`config.mk`:
```
export PLATFORM = sky130hd
export DESIGN_NAME = bl_duty_calc
export DESIGN_NICKNAME = d
export VERILOG_FILES = /design/src/rtl/bl_duty_calc_pkg.sv /design/src/rtl/bl_udiv_seq.sv /design/src/rtl/bl_duty_calc.sv
export SDC_FILE = /design/constraint.sdc
export NUM_CORES = 1
export LEC_CHECK = 0
export BUFFER_PORTS_ARGS = -buffer_cell sky130_fd_sc_hd__buf_2
export CAP_MARGIN = 20
export CORE_ASPECT_RATIO = 1.75
export CORE_UTILIZATION = 35
export DETAILED_ROUTE_END_ITERATION = 10
export PLACE_DENSITY = 0.61
export SLEW_MARGIN = 20
export SYNTH_ARGS = -nofsm -noshare
export SYNTH_HDL_FRONTEND = slang
export SYNTH_SLANG_ARGS = --single-unit
```
`constraint.sdc`:
```
create_clock -name iODCK -period 5.87 [get_ports iODCK]
set_input_delay 0.2935 -clock iODCK [delete_from_list [all_inputs] [get_ports iODCK]]
set_output_delay 0.2935 -clock iODCK [all_outputs]
set_load 0.01 [all_outputs]
```
`src/rtl/bl_duty_calc_pkg.sv`:
```
// Shared definitions for the backlight duty calculator: FSM encoding and
// default widths/limits used by the top level and the divider.
package bl_duty_calc_pkg;

    typedef enum logic [1:0] {
        ST_IDLE = 2'd0,
        ST_DIV  = 2'd1,
        ST_DONE = 2'd2
    } state_t;

    localparam int DUTY_MIN_DEF = 16;
    localparam int SUM_W_DEF    = 32;
    localparam int CNT_W_DEF    = 24;

endpackage

```
`src/rtl/bl_udiv_seq.sv`:
```
// Restoring unsigned divider, one quotient bit per clock over SUM_W clocks.
// The dividend is captured at start; the divisor must stay stable while busy.
module bl_udiv_seq
    import bl_duty_calc_pkg::*;
#(
    parameter int SUM_W = SUM_W_DEF,
    parameter int CNT_W = CNT_W_DEF
) (
    input  logic             clk,
    input  logic             rst_n,
    input  logic             start,
    input  logic [SUM_W-1:0] dividend,
    input  logic [CNT_W-1:0] divisor,
    output logic             busy,
    output logic             done,
    output logic [SUM_W-1:0] quotient
);

    localparam int CW = $clog2(SUM_W + 1);

    logic [CW-1:0]    r_cnt;
    logic [SUM_W-1:0] r_q;
    logic [CNT_W-1:0] r_rem;
    logic             r_busy;

    logic [CNT_W:0]   w_shift;
    logic             w_ge;
    logic [CNT_W-1:0] w_rem_nxt;

    // Partial remainder shifted left with the next dividend bit brought in.
    assign w_shift   = {r_rem, r_q[SUM_W-1]};
    assign w_ge      = (w_shift >= {1'b0, divisor});
    assign w_rem_nxt = w_ge ? CNT_W'(w_shift - {1'b0, divisor}) : w_shift[CNT_W-1:0];

    always_ff @(posedge clk or negedge rst_n) begin
        if (!rst_n) begin
            r_q    <= '0;
            r_rem  <= '0;
            r_cnt  <= '0;
            r_busy <= 1'b0;
        end else if (start) begin
            r_q    <= dividend;
            r_rem  <= '0;
            r_cnt  <= CW'(SUM_W);
            r_busy <= 1'b1;
        end else if (r_busy) begin
            r_q   <= {r_q[SUM_W-2:0], w_ge};
            r_rem <= w_rem_nxt;
            r_cnt <= r_cnt - CW'(1);
            if (r_cnt == CW'(1)) begin
                r_busy <= 1'b0;
            end
        end
    end

    assign busy     = r_busy;
    assign done     = r_busy && (r_cnt == CW'(1));
    assign quotient = r_q;

endmodule

```
`src/rtl/bl_duty_calc.sv`:
```
// Per-frame luminance statistics and backlight duty code: accumulates sum,
// count and peak, snapshots them on the output-update edge and divides.
module bl_duty_calc
    import bl_duty_calc_pkg::*;
#(
    parameter int DUTY_MIN = DUTY_MIN_DEF,
    parameter int SUM_W    = SUM_W_DEF,
    parameter int CNT_W    = CNT_W_DEF
) (
    input  logic       iODCK,
    input  logic       iRST_N,
    input  logic       iDE,
    input  logic [7:0] iY,
    input  logic       iOU_en,
    input  logic       iALG_rst,
    output logic [7:0] oDuty,
    output logic       oDuty_valid,
    output logic [7:0] oMax,
    output logic [7:0] oAvg
);

    localparam logic [7:0] DUTY_MIN_C = 8'(DUTY_MIN);

    function automatic logic [7:0] f_avg_clip(input logic [SUM_W-1:0] q,
                                              input logic [CNT_W-1:0] cnt);
        if (cnt == '0)            return 8'd0;
        else if (|q[SUM_W-1:8])   return 8'd255;
        else                      return q[7:0];
    endfunction

    // Rounded midpoint of peak and mean, floored at the minimum duty code.
    function automatic logic [7:0] f_duty(input logic [7:0] mx, input logic [7:0] av);
        logic [8:0] raw;
        raw = ({1'b0, mx} + {1'b0, av} + 9'd1) >> 1;
        if (raw < {1'b0, DUTY_MIN_C}) return DUTY_MIN_C;
        else                          return raw[7:0];
    endfunction

    state_t r_state, w_state_nxt;

    logic [SUM_W-1:0] r_sum;
    logic [CNT_W-1:0] r_cnt;
    logic [7:0]       r_max;
    logic [CNT_W-1:0] r_cnt_snap;
    logic [7:0]       r_max_snap;
    logic             r_ou_prev;
    logic [7:0]       r_duty, r_max_o, r_avg_o;
    logic             r_valid;

    logic             w_ou_edge, w_start;
    logic             w_div_busy, w_div_done;
    logic [SUM_W-1:0] w_quot;
    logic [SUM_W:0]   w_sum_add;
    logic [7:0]       w_avg;

    assign w_ou_edge = iOU_en && !r_ou_prev;
    assign w_start   = w_ou_edge && (r_state == ST_IDLE) && !w_div_busy;
    assign w_sum_add = {1'b0, r_sum} + {{(SUM_W-7){1'b0}}, iY};
    assign w_avg     = f_avg_clip(w_quot, r_cnt_snap);

    always_ff @(posedge iODCK or negedge iRST_N) begin
        if (!iRST_N) begin
            r_sum <= '0;
            r_cnt <= '0;
            r_max <= '0;
        end else if (!iALG_rst) begin
            r_sum <= '0;
            r_cnt <= '0;
            r_max <= '0;
        end else if (iDE) begin
            r_sum <= w_sum_add[SUM_W] ? '1 : w_sum_add[SUM_W-1:0];
            r_cnt <= (r_cnt == '1) ? r_cnt : r_cnt + CNT_W'(1);
            r_max <= (iY > r_max) ? iY : r_max;
        end
    end

    // The sum snapshot is the divider's captured dividend.
    always_ff @(posedge iODCK or negedge iRST_N) begin
        if (!iRST_N) begin
            r_cnt_snap <= '0;
            r_max_snap <= '0;
            r_ou_prev  <= 1'b0;
            r_state    <= ST_IDLE;
        end else begin
            r_ou_prev <= iOU_en;
            r_state   <= w_state_nxt;
            if (w_start) begin
                r_cnt_snap <= r_cnt;
                r_max_snap <= r_max;
            end
        end
    end

    always_comb begin
        w_state_nxt = r_state;
        unique case (r_state)
            ST_IDLE: if (w_start)    w_state_nxt = ST_DIV;
            ST_DIV:  if (w_div_done) w_state_nxt = ST_DONE;
            ST_DONE:                 w_state_nxt = ST_IDLE;
            default:                 w_state_nxt = ST_IDLE;
        endcase
    end

    bl_udiv_seq #(
        .SUM_W (SUM_W),
        .CNT_W (CNT_W)
    ) u_div (
        .clk      (iODCK),
        .rst_n    (iRST_N),
        .start    (w_start),
        .dividend (r_sum),
        .divisor  (r_cnt_snap),
        .busy     (w_div_busy),
        .done     (w_div_done),
        .quotient (w_quot)
    );

    always_ff @(posedge iODCK or negedge iRST_N) begin
        if (!iRST_N) begin
            r_duty  <= DUTY_MIN_C;
            r_max_o <= '0;
            r_avg_o <= '0;
            r_valid <= 1'b0;
        end else if (r_state == ST_DONE) begin
            r_duty  <= f_duty(r_max_snap, w_avg);
            r_max_o <= r_max_snap;
            r_avg_o <= w_avg;
            r_valid <= 1'b1;
        end else begin
            r_valid <= 1'b0;
        end
    end

    assign oDuty       = r_duty;
    assign oDuty_valid = r_valid;
    assign oMax        = r_max_o;
    assign oAvg        = r_avg_o;

endmodule

```
**After elaboration in Yosys (flattened, before gate mapping)**

Index checks and enable logic that the tools add are counted.

- Output and inout port bits: 25
- Word-level logic and storage cells: 72
- Bits of input ports: 13
- Bits in registers: 187

- Multiplexer cells: 26
- Order comparisons: 3
- Equal/unequal tests: 9
- Add/sub/neg operators: 6
- Reduce and logical (&&, ||, !) cells: 13

Operator list:

| cell | number |
|---|---|
| two-way mux 32 bit | 5 |
| two-way mux 24 bit | 6 |
| two-way mux 8 bit | 6 |
| adder 32 x 8 -> 33 bit | 1 |
| greater-or-equal comparator 25 x 24 -> 1 bit | 1 |
| adder 24 x 1 -> 24 bit, second input constant | 1 |
| equality test 24 bit, second input constant | 1 |
| logical NOT 24 bit | 1 |
| OR reduction 24 bit | 1 |
| subtractor 24 bit | 1 |
| two-way mux 6 bit | 2 |
| adder 8 x 8 -> 9 bit | 1 |
| adder 9 x 1 -> 9 bit, second input constant | 1 |
| greater-than comparator 8 bit | 1 |
| less-than comparator 8 x 5 -> 1 bit, second input constant | 1 |
| equality test 6 x 1 -> 1 bit, second input constant | 1 |
| != test 2 x 1 -> 1 bit, second input constant | 3 |
| AND reduction 2 bit | 3 |
| subtractor 6 x 1 -> 6 bit, second input constant | 1 |
| logical AND 1 bit | 4 |
| two-way mux 1 bit | 4 |
| two-way mux 2 bit | 2 |
| != test 2 bit, second input constant | 2 |
| case mux 2 bit (2 select lines) | 1 |
| 5 further kinds | 6 |

**Logic depth before layout (Yosys ltp)**

- Depth after elaboration: 7
- Gate-level depth with buffers: 13
- Mapped depth without buffers: 12

**By module**

From an unflattened synthesis, not the netlist that was laid out.

- Cells, all modules: 1,151
- Area, all modules: 10,928.0 sq um

Modules (own cells, without submodules):

| module | times used | cells each | seq. area each (sq um) | area each (sq um) |
|---|---|---|---|---|
| bl_duty_calc | 1 | 639 | 3,104.2 | 6,467.5 |
| bl_udiv_seq | 1 | 512 | 1,576.5 | 4,460.5 |

**Least setup slack after synthesis**

OpenSTA, ideal clock, no wires.

- Kind: reg-to-reg
- From: register r_cnt_snap[1]
- To: register r_duty[4] (netlist: oDuty[4])
- Clock period less this slack: 2.982 ns
- Data required time: 5.779 ns
- Buffers on the path: 0
- Stages on the path, launching flop included: 13
- Library setup time: 0.091 ns
- Arrival time: 2.891 ns
- Slack: 2.888 ns
- Path through: dfrtp_1 nor4_1 nand4_1 nor2_2 nor2_1 fa_1 a21o_1 a21oi_1 o21ai_0 nor2_1 o21ai_0 a211o_1 o31ai_1

- Cells in the longest elaborated chain, start to end: 6

Ends and longest elaborated chain:

| element | line | RTL |
|---|---|---|
| start: declaration | bl_duty_calc.sv:44 | `logic [CNT_W-1:0] r_cnt_snap;` |
| start signal: assignment | bl_duty_calc.sv:88 | `r_cnt_snap <= r_cnt;` |
| logical NOT 24 bit * | bl_duty_calc.sv:26 | `if (cnt == '0) return 8'd0;` |
| two-way mux 8 bit * | bl_duty_calc.sv:26 |  |
| net w_avg[1] | bl_duty_calc.sv:54 | `logic [7:0] w_avg;` |
| adder 8 x 8 -> 9 bit * | bl_duty_calc.sv:34 | `raw = ({1'b0, mx} + {1'b0, av} + 9'd1) >> 1;` |
| adder 9 x 1 -> 9 bit * | bl_duty_calc.sv:34 |  |
| less-than comparator 8 x 5 -> 1 bit | bl_duty_calc.sv:35 | `if (raw < {1'b0, DUTY_MIN_C}) return DUTY_MIN_C;` |
| two-way mux 8 bit * | bl_duty_calc.sv:35 |  |
| end signal: assignment | bl_duty_calc.sv:125 | `r_duty <= f_duty(r_max_snap, w_avg);` |
| end: declaration | bl_duty_calc.sv:47 | `logic [7:0] r_duty, r_max_o, r_avg_o;` |

The timed path passes the listed nets; every way through them passes the cells marked *.
A chain may end at the register's enable or synchronous reset.

**Worst setup path in the final report**

- From: register u_div.r_q[26] (netlist: u_div.quotient[26])
- To: register r_duty[4] (netlist: oDuty[4])

- Cells in the longest elaborated chain, start to end: 7

Ends and longest elaborated chain:

| element | line | RTL |
|---|---|---|
| start: declaration | bl_udiv_seq.sv:22 | `logic [SUM_W-1:0] r_q;` |
| start signal: assignment | bl_udiv_seq.sv:42 | `r_q <= dividend;` |
| start signal: assignment | bl_udiv_seq.sv:47 | `r_q <= {r_q[SUM_W-2:0], w_ge};` |
| OR reduction 24 bit * | bl_duty_calc.sv:27 | `else if (\|q[SUM_W-1:8]) return 8'd255;` |
| two-way mux 8 bit * | bl_duty_calc.sv:27 |  |
| two-way mux 8 bit * | bl_duty_calc.sv:26 |  |
| adder 8 x 8 -> 9 bit * | bl_duty_calc.sv:34 |  |
| adder 9 x 1 -> 9 bit * | bl_duty_calc.sv:34 |  |
| less-than comparator 8 x 5 -> 1 bit | bl_duty_calc.sv:35 |  |
| two-way mux 8 bit * | bl_duty_calc.sv:35 |  |

Mark *: on every way between the ends. The rest lies on a longest branch, timed or not.

==> results by group <==
Placement
  • IO Port Bufs: 37
  • Routability cong.: 0.863
  • DP Area: 11200 sq um
  • Post-detail-place hpwl: 19.1 mm
  • Setup WS pre-CTS: 2.12 ns

Worst setup path
  • Critical path class: reg -> reg
  • CP Max Fanout: 4
  • Startpoint Class: register
  • Worst endpoint required time: 6.22 ns
  • Critical path endpoint category: register
  • WP data arrival: 4.03 ns

Clock network
  • CTS Sinks: 187
  • Root buf cell: clkbuf_16
  • Setup bufs post-CTS: 0
  • # resized after CTS: 0
  • # hold bufs at CTS: 2
  • Reg clk slew, reported paths: 0.07 ns
  • CTS tree: done
  • Clock latency on the worst-skew pair: 0.45 ns
  • H-tree levels: 4
  • Num CTS Buffers: 17
  • Max Root-Sink Buffers: 2

Timing
  • Fin. Hold Viols: 0
  • Post-route setup TNS: 0 ns
  • Clock Skews: 0.0123 ns
  • Worst relative slew slack: 0.294
  • Final Cycle Share: 0.628
  • RSZ-0062 raised after global routing: no
  • Final min period: 3.68 ns
  • Slew Limit Fails: 0
  • Worst Tran Pin Value: 1.06 ns
  • Post-route setup slack: 2.19 ns
  • Max Fclk: 0.271 GHz
  • Final Setup Violations: 0

Routing
  • DR iter-0 viols: 460
  • Via count: 8436
  • Routed WL: 26.3 mm
  • Via-per-instance ratio: 5.32
  • Post-route DRC: 0
  • Post-route ant nets: 0
  • WL/cell: 16.6 microns
  • Initial DRT Pass Iterations: 5

Pwr
  • Clk pwr share: 0.194
  • Pint: 3670 uW
  • P per Cell Area: 534 nW/um^2
  • Leak: 0.00539 uW
  • Reg power frac: 0.316
  • Net Sw Power: 2620 uW
  • Sw Ratio: 0.417
  • Max VDD drop: 257 uV
  • Gate power share: 0.490
  • Total power: 6290 uW

Logic synthesis
  • Synth cell types: 72
  • Post-synth EDFFs: 0
  • Register area share after synthesis: 0.440
  • Synthesis warning total: 0
  • Syn Area/Cell: 9.06 sq um
  • Mapped cell area: 10600 sq um
  • Synth Net Count: 1240
  • Yosys reg bits: 187
  • Syn Inst Count: 1174
  • Primary FF master, synth: dfrtp_1
  • Ys async rst share: 1.00

Layout
  • P&R area growth vs syn: 10.8%
  • Nets: 1251
  • Most common cell after layout, fill and taps aside: nand2_1
  • Core Util, Final: 0.394
  • Commonest cells after routing, fill and taps aside: 189 x nand2_1, 185 x dfrtp_1, 103 x o21ai_0, 81 x nor2_1, 68 x a21oi_1
  • Design area: 11800 sq um
  • Layout cell share with drive strength beyond 1: 0.0902
  • # diodes: 0

Run
  • Max Cap Viol: 0

Global route
  • Pin count of the biggest net entering global routing: 108
  • Vias in the first global route: 8479
  • Total GRT Usage: 0.176
  • Initial antenna violation count: 0
  • Remaining Overflow, GRT: 0
  • First-pass GRT wire length: 42.8 mm

Run status
  • Status: finished clean

Floorplanning
  • Std cell rows: 84
  • Die X: 134 microns
  • Total I/O pin count: 38
  • Initial Util: 0.355
  • Die Ht: 233 microns
  • Core footprint: 30000 sq um
  • Die Area: 31100 sq um

Min path
  • Min-delay worst type: in -> reg
[flip-flops by register name (all words and copies together), names as in the netlist]
signal / cells
r_sum: 32
u_div.quotient: 32
r_cnt: 24
r_cnt_snap: 24
u_div.r_rem: 24
oAvg: 8
oDuty: 8
oMax: 8
r_max: 8
r_max_snap: 8
u_div.r_cnt: 6
r_state: 2
oDuty_valid: 1
r_ou_prev: 1
u_div.busy: 1
[Yosys cell counts (all sizes together) (11+ instances only)]
cell type | count | area share
ha | 50 | 0.059
nor3 | 15 | 0.0075
xor2 | 14 | 0.012
clkbuf | 37 | 0.013
inv | 58 | 0.020
buf | 16 | 0.0081
a21o | 12 | 0.0085
a21oi | 70 | 0.034
nand2 | 190 | 0.067
nor4 | 16 | 0.010
mux2i | 57 | 0.054
dfrtp | 186 | 0.44
o21ai | 105 | 0.049
a211oi | 14 | 0.012
nand3 | 30 | 0.014
xnor2 | 32 | 0.026
a31oi | 28 | 0.016
and3 | 16 | 0.0094
and2 | 21 | 0.013
nand4 | 14 | 0.0096
nor2 | 83 | 0.030
o21a | 11 | 0.0078
[final cells by class]
class	instances	area (sq um)
Multi-Input combinational cell	876	5530
Tap cell	387	484
Inverter	58	218
Sequential cell	187	4680
Fill cell	2976	18200
Timing Repair Buffer	45	259
Clock inverter	12	161
Clock buffer	20	457
[worst paths after layout]
path / cells past startpoint / from / endpoint / slack [ns]
hold / removal: 3 / iY[4] / r_max[4] / 0.16
max in group asynchronous: 3 / iRST_N / r_max[1] / 4.15
hold reg to reg: 1 / u_div.r_cnt[5] / u_div.r_cnt[5] / 0.47
min in group asynchronous: 2 / iRST_N / r_cnt[1] / 0.43
setup reg to reg: 12 / u_div.quotient[26] / oDuty[4] / 2.19
setup / recovery: 12 / u_div.quotient[26] / oDuty[4] / 2.19
[power by group through the flow]
stage | Sequential, uW | Combinational, uW | Clock (uW)
5_1_grt | 2030 | 3460 | 1290
3_5_place_dp | 2010 | 3090 | 0
3_3_place_gp | 2000 | 3030 | 0
4_1_cts | 1990 | 3100 | 1250
2_1_floorplan | 1920 | 2420 | 0
6_report | 1990 | 3080 | 1220
[cell families after synthesis]
family,after synthesis,share of synthesized area
compound gates,280,0.161
flops,187,0.440
xor+xnor,46,0.0379
fa+ha+maj,53,0.0645
buf+inv,111,0.0416
simple gates,430,0.191
mux,67,0.0642
[worst max-delay path, cell delays in order, from the launching register on]
cell and delay (ns):
dfrtp_1 0.40, nor4_1 0.43, nand4_1 0.31, nor3_1 0.41, o21bai_1 0.16, fa_1 0.43, a21o_1 0.19, a21oi_1 0.19
o21ai_0 0.20, nor2_1 0.20, o21ai_0 0.10, a211o_1 0.32, o31ai_1 0.25
[metal layers]
metal | up-vias | part of all wire | global-route usage
li1 | 4138 | - | -
met1 | 4134 | 0.38 | 0.179
met2 | 121 | 0.57 | 0.345
met3 | 43 | 0.022 | 0.0266
met4 | 0 | 0.028 | 0.0831
met5 | - | 0 | 0
[metrics by stage]
step | std cells | hold slack, ns
after global placement | 1551 | 0.387
after CTS | 1585 | 0.150
after global routing | 1585 | 0.163
after floorplan | 1174 | -0.00209
after detailed placement | 1551 | 0.389
final | 1585 | 0.159
No activity file was read; power rests on OpenSTA's default activity.
